**config.mk**
```make
export PLATFORM = sky130hd
export DESIGN_NAME = spike_count_classifier
export DESIGN_NICKNAME = d
export VERILOG_FILES = /design/src/rtl/spike_cls_pkg.sv /design/src/rtl/spike_sat_counter.sv /design/src/rtl/spike_count_classifier.sv
export SDC_FILE = /design/constraint.sdc
export NUM_CORES = 1
export LEC_CHECK = 0
export ABC_CLOCK_PERIOD_IN_PS = 3900
export BUFFER_PORTS_ARGS = -buffer_cell sky130_fd_sc_hd__clkbuf_2
export CORE_MARGIN = 2
export CORE_UTILIZATION = 35
export CTS_CLUSTER_SIZE = 14
export DETAILED_ROUTE_END_ITERATION = 8
export PLACE_DENSITY = 0.61
export SLEW_MARGIN = 20
export SYNTH_ARGS = -nofsm -noshare
export SYNTH_HDL_FRONTEND = slang
export SYNTH_SLANG_ARGS = --single-unit
```
**constraint.sdc**
```tcl
create_clock -name CLK -period 3.9 [get_ports CLK]
set_clock_uncertainty 0.15 [all_clocks]
set_input_delay 0 -clock CLK [delete_from_list [all_inputs] [get_ports CLK]]
set_output_delay 0 -clock CLK [all_outputs]
set_load 0.005 [all_outputs]
```
**src/rtl/spike_cls_pkg.sv**
```systemverilog
// Shared types and helpers for the spike-count readout stage.
// Optional CLASS_TIE_REJECT_EN is handled in spike_count_classifier.
package spike_cls_pkg;

   typedef enum logic [1:0] {
      IDLE,
      ACCUM,
      SCAN,
      DONE
   } cls_state_t;

   // Index width that stays legal for a single neuron.
   function automatic int idx_w(input int n);
      return (n > 1) ? $clog2(n) : 1;
   endfunction

endpackage

```
**src/rtl/spike_sat_counter.sv**
```systemverilog
// One per-neuron spike counter that sticks at all-ones.
// Clear wins over increment so a new window starts from zero.
module spike_sat_counter
   import spike_cls_pkg::*;
#(
   parameter int CNT_W = 8
) (
   input  logic             CLK,
   input  logic             RST,
   input  logic             clr_i,
   input  logic             inc_i,
   output logic [CNT_W-1:0] value_o
);

   logic [CNT_W-1:0] val_q;
   logic [CNT_W-1:0] val_d;

   // Next value: clear, saturating increment or hold.
   always_comb begin
      val_d = val_q;
      if (clr_i) begin
         val_d = '0;
      end else if (inc_i && (val_q != {CNT_W{1'b1}})) begin
         val_d = val_q + 1'b1;
      end
   end

   // Count register with synchronous reset.
   always_ff @(posedge CLK) begin
      if (RST) begin
         val_q <= '0;
      end else begin
         val_q <= val_d;
      end
   end

   assign value_o = val_q;

endmodule

```
**src/rtl/spike_count_classifier.sv**
```systemverilog
// Counts output-neuron spikes over a window, then scans for the arg-max.
// Define CLASS_TIE_REJECT_EN to report ties on the maximum as no-winner.
module spike_count_classifier
   import spike_cls_pkg::*;
#(
   parameter int OUT_NUM    = 6,
   parameter int WINDOW     = 150,
   parameter int CNT_W      = 8,
   parameter int MIN_SPIKES = 1
) (
   input  logic                      CLK,
   input  logic                      RST,
   input  logic                      EN,
   input  logic                      START,
   input  logic [OUT_NUM-1:0]        SPIKES,
   output logic                      BUSY,
   output logic                      LABEL_VALID,
   output logic [idx_w(OUT_NUM)-1:0] LABEL,
   output logic [CNT_W-1:0]          COUNT_MAX,
   output logic                      NO_WIN
);

   localparam int IW = idx_w(OUT_NUM);
   localparam logic [7:0] WIN_LAST = 8'(WINDOW - 1);
   localparam logic [IW-1:0] IDX_LAST = IW'(OUT_NUM - 1);
   localparam logic [CNT_W-1:0] MIN_C = CNT_W'(MIN_SPIKES);

   cls_state_t       state_q;
   logic [7:0]       win_q;
   logic [IW-1:0]    idx_q;
   logic [CNT_W-1:0] max_q;
   logic [IW-1:0]    arg_q;
   logic             busy_q;
   logic             lv_q;
   logic [IW-1:0]    label_q;
   logic [CNT_W-1:0] cmax_q;
   logic             nowin_q;

   logic             start_acc;
   logic             acc_en;
   logic [CNT_W-1:0] cnt [OUT_NUM];
   logic [CNT_W-1:0] cur;
   logic [CNT_W-1:0] max_d;
   logic [IW-1:0]    arg_d;
   logic             nowin_d;

   assign start_acc = START &&
                      ((state_q == IDLE) || (state_q == DONE));
   assign acc_en = (state_q == ACCUM) && EN;

   for (genvar k = 0; k < OUT_NUM; k++) begin : g_cnt
      spike_sat_counter #(
         .CNT_W(CNT_W)
      ) u_cnt (
         .CLK    (CLK),
         .RST    (RST),
         .clr_i  (start_acc),
         .inc_i  (acc_en && SPIKES[k]),
         .value_o(cnt[k])
      );
   end

   // Running arg-max step; the first neuron seeds the maximum.
   always_comb begin
      cur   = cnt[idx_q];
      max_d = max_q;
      arg_d = arg_q;
      if ((idx_q == '0) || (cur > max_q)) begin
         max_d = cur;
         arg_d = idx_q;
      end
   end

`ifdef CLASS_TIE_REJECT_EN
   logic tie_q;
   logic tie_d;

   // Tie flag: set on equal count, dropped when the maximum moves.
   always_comb begin
      tie_d = tie_q;
      if ((idx_q == '0) || (cur > max_q)) begin
         tie_d = 1'b0;
      end else if (cur == max_q) begin
         tie_d = 1'b1;
      end
   end

   // Tie flag register, only advanced while scanning.
   always_ff @(posedge CLK) begin
      if (RST) begin
         tie_q <= 1'b0;
      end else if (state_q == SCAN) begin
         tie_q <= tie_d;
      end
   end

   assign nowin_d = (max_d < MIN_C) || tie_d;
`else
   assign nowin_d = (max_d < MIN_C);
`endif

   // Control FSM with window/scan counters and registered results.
   always_ff @(posedge CLK) begin
      if (RST) begin
         state_q <= IDLE;
         win_q   <= '0;
         idx_q   <= '0;
         max_q   <= '0;
         arg_q   <= '0;
         busy_q  <= 1'b0;
         lv_q    <= 1'b0;
         label_q <= '0;
         cmax_q  <= '0;
         nowin_q <= 1'b0;
      end else begin
         lv_q <= 1'b0;
         unique case (state_q)
            IDLE, DONE: begin
               if (START) begin
                  state_q <= ACCUM;
                  win_q   <= '0;
                  busy_q  <= 1'b1;
               end else begin
                  state_q <= IDLE;
                  busy_q  <= 1'b0;
               end
            end
            ACCUM: begin
               if (EN) begin
                  win_q <= win_q + 8'd1;
                  if (win_q == WIN_LAST) begin
                     state_q <= SCAN;
                     idx_q   <= '0;
                  end
               end
            end
            SCAN: begin
               max_q <= max_d;
               arg_q <= arg_d;
               idx_q <= idx_q + 1'b1;
               if (idx_q == IDX_LAST) begin
                  state_q <= DONE;
                  lv_q    <= 1'b1;
                  cmax_q  <= max_d;
                  nowin_q <= nowin_d;
                  label_q <= nowin_d ? '0 : arg_d;
               end
            end
            default: begin
               state_q <= IDLE;
            end
         endcase
      end
   end

   assign BUSY        = busy_q;
   assign LABEL_VALID = lv_q;
   assign LABEL       = label_q;
   assign COUNT_MAX   = cmax_q;
   assign NO_WIN      = nowin_q;

endmodule
```
[After elaboration in Yosys (flattened, before gate mapping)]
Cells that the tools add are included.
Operators by class
  $add $sub $neg: 8
  magnitude comparators: 3
  eq/ne operators: 15
  multiplexer cells: 19
  bitwise operators: 2
  reductions and logical operators: 27
Operator list (number)
  $add A8 B1 Y8 const B: 7
  $ne A8 B8 Y1 const B: 6
  $mux W8: 5
  $bmux W8 S3: 1
  $pmux W8 S2: 1
  $logic_and A1 B1 Y1: 14
  $mux W3: 4
  $reduce_and A3 Y1: 3
  $eq A8 B8 Y1 const B: 1
  $gt A8 B8 Y1: 1
  $lt A8 B1 Y1 const B: 1
  $mux W2: 3
  $ne A2 B2 Y1 const B: 3
  $pmux W2 S3: 1
  $pmux W3 S2: 1
  $reduce_or A2 Y1: 3
  $eq A2 B2 Y1 const B: 2
  $ge A4 B4 Y1 const B: 1
  $not A3 Y4: 1
  $reduce_bool A2 Y1: 2
  $add A3 B1 Y3 const B: 1
  $eq A3 B3 Y1 const B: 1
  $logic_not A3 Y1: 1
  $mux W1: 3
  other kinds (6): 7
Storage, ports and cells
  bits in registers: 86
  word-level logic and storage cells: 90

[Depth between registers and ports, before layout]
  word-level depth: 9
  depth in mapped cells: 14

[Hierarchy]
From an unflattened synthesis, not the netlist that was laid out.
Second synthesis, totals
  cells, all modules: 562
  area total of the unflattened synthesis: 5099.9 µm²
Modules (own cells, without submodules)
  spike_sat_counter: instances 6, cells each 47, area an instance 435.4 µm², seq. area each 160.2 µm²
  spike_count_classifier: instances 1, cells each 280, area an instance 2487.4 µm², seq. area each 760.7 µm²

[Worst setup path before layout]
Ideal clock, no wire load.
  path type: register -> register
  start: reg idx_q[0]
  end: reg arg_q[0]
  setup time: 138 ps
  arrival time: 2633 ps
  required time: 3612 ps
  setup slack: 979 ps
  cell stages (with the launch flop): 13
  cells stage by stage: dfxtp_1 -> buf_4 -> buf_4 -> mux2i_1 -> o221ai_2 -> ha_1 -> nand4_1 -> nor2_1 -> a21oi_1 -> nor3_2 -> buf_4 -> mux2i_1 -> a211oi_1
Between the ends
  word-level cells in the longest chain between the ends: 7
Ends and longest elaborated chain
  start, declared: line spike_count_classifier.sv:30  | logic [IW-1:0] idx_q;
  start signal, assigned: line spike_count_classifier.sv:140  | idx_q <= idx_q + 1'b1;
  $not A3 Y4 (not written as such): line spike_count_classifier.sv:65  | cur = cnt[idx_q];
  $bmux W8 S3: line spike_count_classifier.sv:65
  $mux W8 (not written as such) (2 in a row): line spike_count_classifier.sv:65
  $gt A8 B8 Y1: line spike_count_classifier.sv:68  | if ((idx_q == '0) || (cur > max_q)) begin
  $logic_or A1 B1 Y1: line spike_count_classifier.sv:68
  $mux W3 *: line spike_count_classifier.sv:68
  end signal, assigned: line spike_count_classifier.sv:139  | arg_q <= arg_d;
  end, declared: line spike_count_classifier.sv:32  | logic [IW-1:0] arg_q;
Mark *: on every way between the ends. The rest lies on a longest branch, timed or not. The select of a mux whose other input is x is not followed.
A chain may end at the register's enable or synchronous reset.

[Final worst setup path]
  start: reg idx_q[0]
  end: reg nowin_q (netlist: NO_WIN)
Between the ends
  word-level cells in the longest chain between the ends: 8
Ends and longest elaborated chain
  $not A3 Y4 (not written as such): line spike_count_classifier.sv:65
  $bmux W8 S3: line spike_count_classifier.sv:65
  $mux W8 (not written as such) (2 in a row): line spike_count_classifier.sv:65
  $gt A8 B8 Y1: line spike_count_classifier.sv:68
  $logic_or A1 B1 Y1: line spike_count_classifier.sv:68
  $mux W8: line spike_count_classifier.sv:68
  $lt A8 B1 Y1: line spike_count_classifier.sv:99  | assign nowin_d = (max_d < MIN_C);
  end signal, assigned: line spike_count_classifier.sv:145  | nowin_q <= nowin_d;
  end, declared: line spike_count_classifier.sv:37  | logic nowin_q;
Parallel ways exist; a longest one is shown, timed or not. The select of a mux whose other input is x is not followed.

==> qor.yml <==
combPwrFrac: 0.230
async_reset_ff_frac: 0
detail_route.wl_per_cell_um: 13.37
syn_area_per_cell_um2: 8.937
h-tree-depth: 3
die_area_um2: 13820
path_class: "register to register"
ant_nets: 0
post-route-min-period_ns: 3.329
final_nets: 561
ff_latch_area_um2: 1722
peakVddDrop_v: 0.0002475
design_area_um2: 5137
path_clk_slew_ns: 0.07
status: "completed"
crit_fanout: 13
wirelength_um: 9439
final_cell_mix: "86 x dfxtp_1, 67 x nor2_1, 37 x nand2_1"
cp.required_ns: 3.98
syn-num-nets: 536
rrSetupSlack_ns: 0.57
crit_slowest_cell: "dfxtp_1"
start_util: 0.3576
nFillCells: 1249
cts_tree: "yes"
drive_gt1_frac: 0.1161
post-dp-hpwl_um: 6794
powerDensity_nw_per_um2: 477.7
multi_input_area_um2: 2587
end_kind: "register"
fin_util: 0.4071
finalHoldViolations: 0
io_buffers: 23
rows: 41
synth.distinct_cells: 60
slowest_delay_ns: 0.66
max_clock_freq_mhz: 300.4
grt_max_degree: 49
grt_pass1_wl_um: 16240
period_share: 0.8535
finalSetupViolations: 0
p_clk_frac: 0.368
viasPerCell: 5.093
swShare: 0.3077
dieWidth_um: 117.6
cts_num_sinks: 86
antenna_cells: 0
worst_ep_arrival_time_ns: 3.41
ios: 24
drv_cap: 0
place_area_um2: 4763
ys_seq_elements: 86
yosysWarnings: 0
rsz0062_at_grt: "no"
critPathBufInv: 1
syn_area_um2: 4513
synth-edff-count: 0
grtUsageTotal: 0.1437
synthCells: 505
place_inst: 684
worst_slack_ns: 0.5714
clk_path_buf_depth: 2
numCtsBuffers: 9
ys.flop_type: "dfxtp_1"
route.detailed.drc: 0
worstMarginPinSlew_ns: 0.8414
slew_headroom: 0.4366
grt_antenna_before_repair: 0
num_vias: 3596
finalNonFillerCells: 706
path_delay_family: "compound AO/OA/AOI/OAI gates"
p_leak_nw: 1.825
fp.dieH_um: 117.6
syn_to_final_growth_pct: 13.83
hp-class: "input pin to register"
holdBufCountCts: 7
gr-total-overflow: 0
clk_latency_ns: 0.35
ys_seq_area_frac: 0.3815
layout.cells.most_common: "dfxtp_1"
grt_pass1_vias: 3322
switching_power_w: 0.0007551
worstPathCellList: "nand2b_1, o221ai_1, ha_1, nand4_1, nor2_1, a21oi_1, nor3_2, buf_4, and3_1, o31a_1"
drv_slew: 0
core_area_um2: 12620
dr.first_iter.drc_count: 221
cts-root-buf: "clkbuf_16"
start_kind: "register"
place.gp.congestion: 0.8503
dr.pass1.iters: 4
p_int_w: 0.001699
seqPwrFrac: 0.402
dp_worst_setup_slack_ns: 0.6029
post_cts_buffers: 0
setup_tns_ns: 0
cts_resized: 0
power groups by stage:
stage,clock network (W),registers [W],logic [W]
after global routing,0.000963,0.000995,0.000638
after CTS,0.000921,0.000986,0.000565
after global placement,0,0.00100,0.000544
after detailed placement,0,0.00101,0.000555
final,0.000903,0.000988,0.000564
after floorplan,0,0.000991,0.000451
layout make-up:
type | count | share of cell area
timing repair buffer | 37 | 0.04627
multi-input combinational | 377 | 0.5037
sequential | 86 | 0.3351
inverter | 19 | 0.01388
clock inverter | 5 | 0.01461
tap | 172 | 0.04189
clock buffer | 10 | 0.04457
state kept, by name, indices dropped and copies added, names as in the netlist:
| register | count |
|---|---|
| arg_q | 3 |
| NO_WIN | 1 |
| g_cnt.u_cnt.value_o | 48 |
| COUNT_MAX | 8 |
| win_q | 8 |
| BUSY | 1 |
| idx_q | 3 |
| LABEL | 3 |
| state_q | 2 |
| max_q | 8 |
| LABEL_VALID | 1 |
Yosys cell counts, drive strengths merged (2+ instances only):
cell | count | area, µm²
or4 | 2 | 18.77
nand3 | 12 | 60.06
xor2 | 26 | 227.7
a22oi | 2 | 15.01
ha | 21 | 262.8
and3 | 9 | 56.30
o21ai | 24 | 120.1
a21oi | 21 | 105.1
nor3 | 7 | 51.30
or3 | 12 | 80.08
inv | 19 | 71.31
o31ai | 5 | 42.54
xnor2 | 11 | 96.34
a211oi | 11 | 87.58
nand2 | 37 | 138.9
o211a | 6 | 60.06
nand4 | 19 | 118.9
nor2b | 3 | 18.77
nor4 | 2 | 12.51
nor2 | 67 | 251.5
buf | 12 | 91.34
mux2 | 8 | 93.83
dfxtp | 86 | 1722
nand3b | 10 | 75.07
or2 | 2 | 12.52
o211ai | 2 | 15.01
o221ai | 7 | 98.85
clkbuf | 11 | 41.29
mux2i | 34 | 340.3
nand2b | 4 | 25.02
logic make-up after synthesis:
family	Yosys count	share of synthesized area
muxes	42	0.09620
DFF	86	0.3815
AOI/OAI and AO/OA	87	0.1361
buffers and inverters	42	0.04519
adders and majority gates	21	0.05822
xor gates and xnor gates	37	0.07180
and+or+nand+nor	190	0.2110
worst reg2reg max path: cells and delay by family, from the launching register on:
family,cells,cell delay (ns)
and+or+nand+nor,5,0.77
adders and majority gates,1,0.34
DFF,1,0.66
buffers and inverters,1,0.22
AOI/OAI and AO/OA,3,1.07
final timing paths:
| kind | endpoint | startpoint | cells past startpoint |
|---|---|---|---|
| worst min register to register | BUSY | BUSY | 2 |
| worst min-delay path | win_q[1] | RST | 2 |
| worst max-delay path | NO_WIN | idx_q[0] | 10 |
| worst max register to register | NO_WIN | idx_q[0] | 10 |
per-layer routing:
layer / up-vias / GRT usage / wire length [µm]
li1: 1844 / - / -
met1: 1695 / 0.1984 / 4883
met2: 44 / 0.2142 / 4077
met3: 13 / 0.03246 / 285
met4: 0 / 0.06401 / 194
met5: - / 0 / 0
stage by stage:
step                      hold slack (ns)  total power [W]
after floorplan                   0.04642         0.001442
after global placement             0.1977         0.001548
after detailed placement           0.2091         0.001560
after CTS                         0.08459         0.002471
after global routing               0.1413         0.002596
final                             0.09241         0.002454
(Power assumes the default switching activity.)
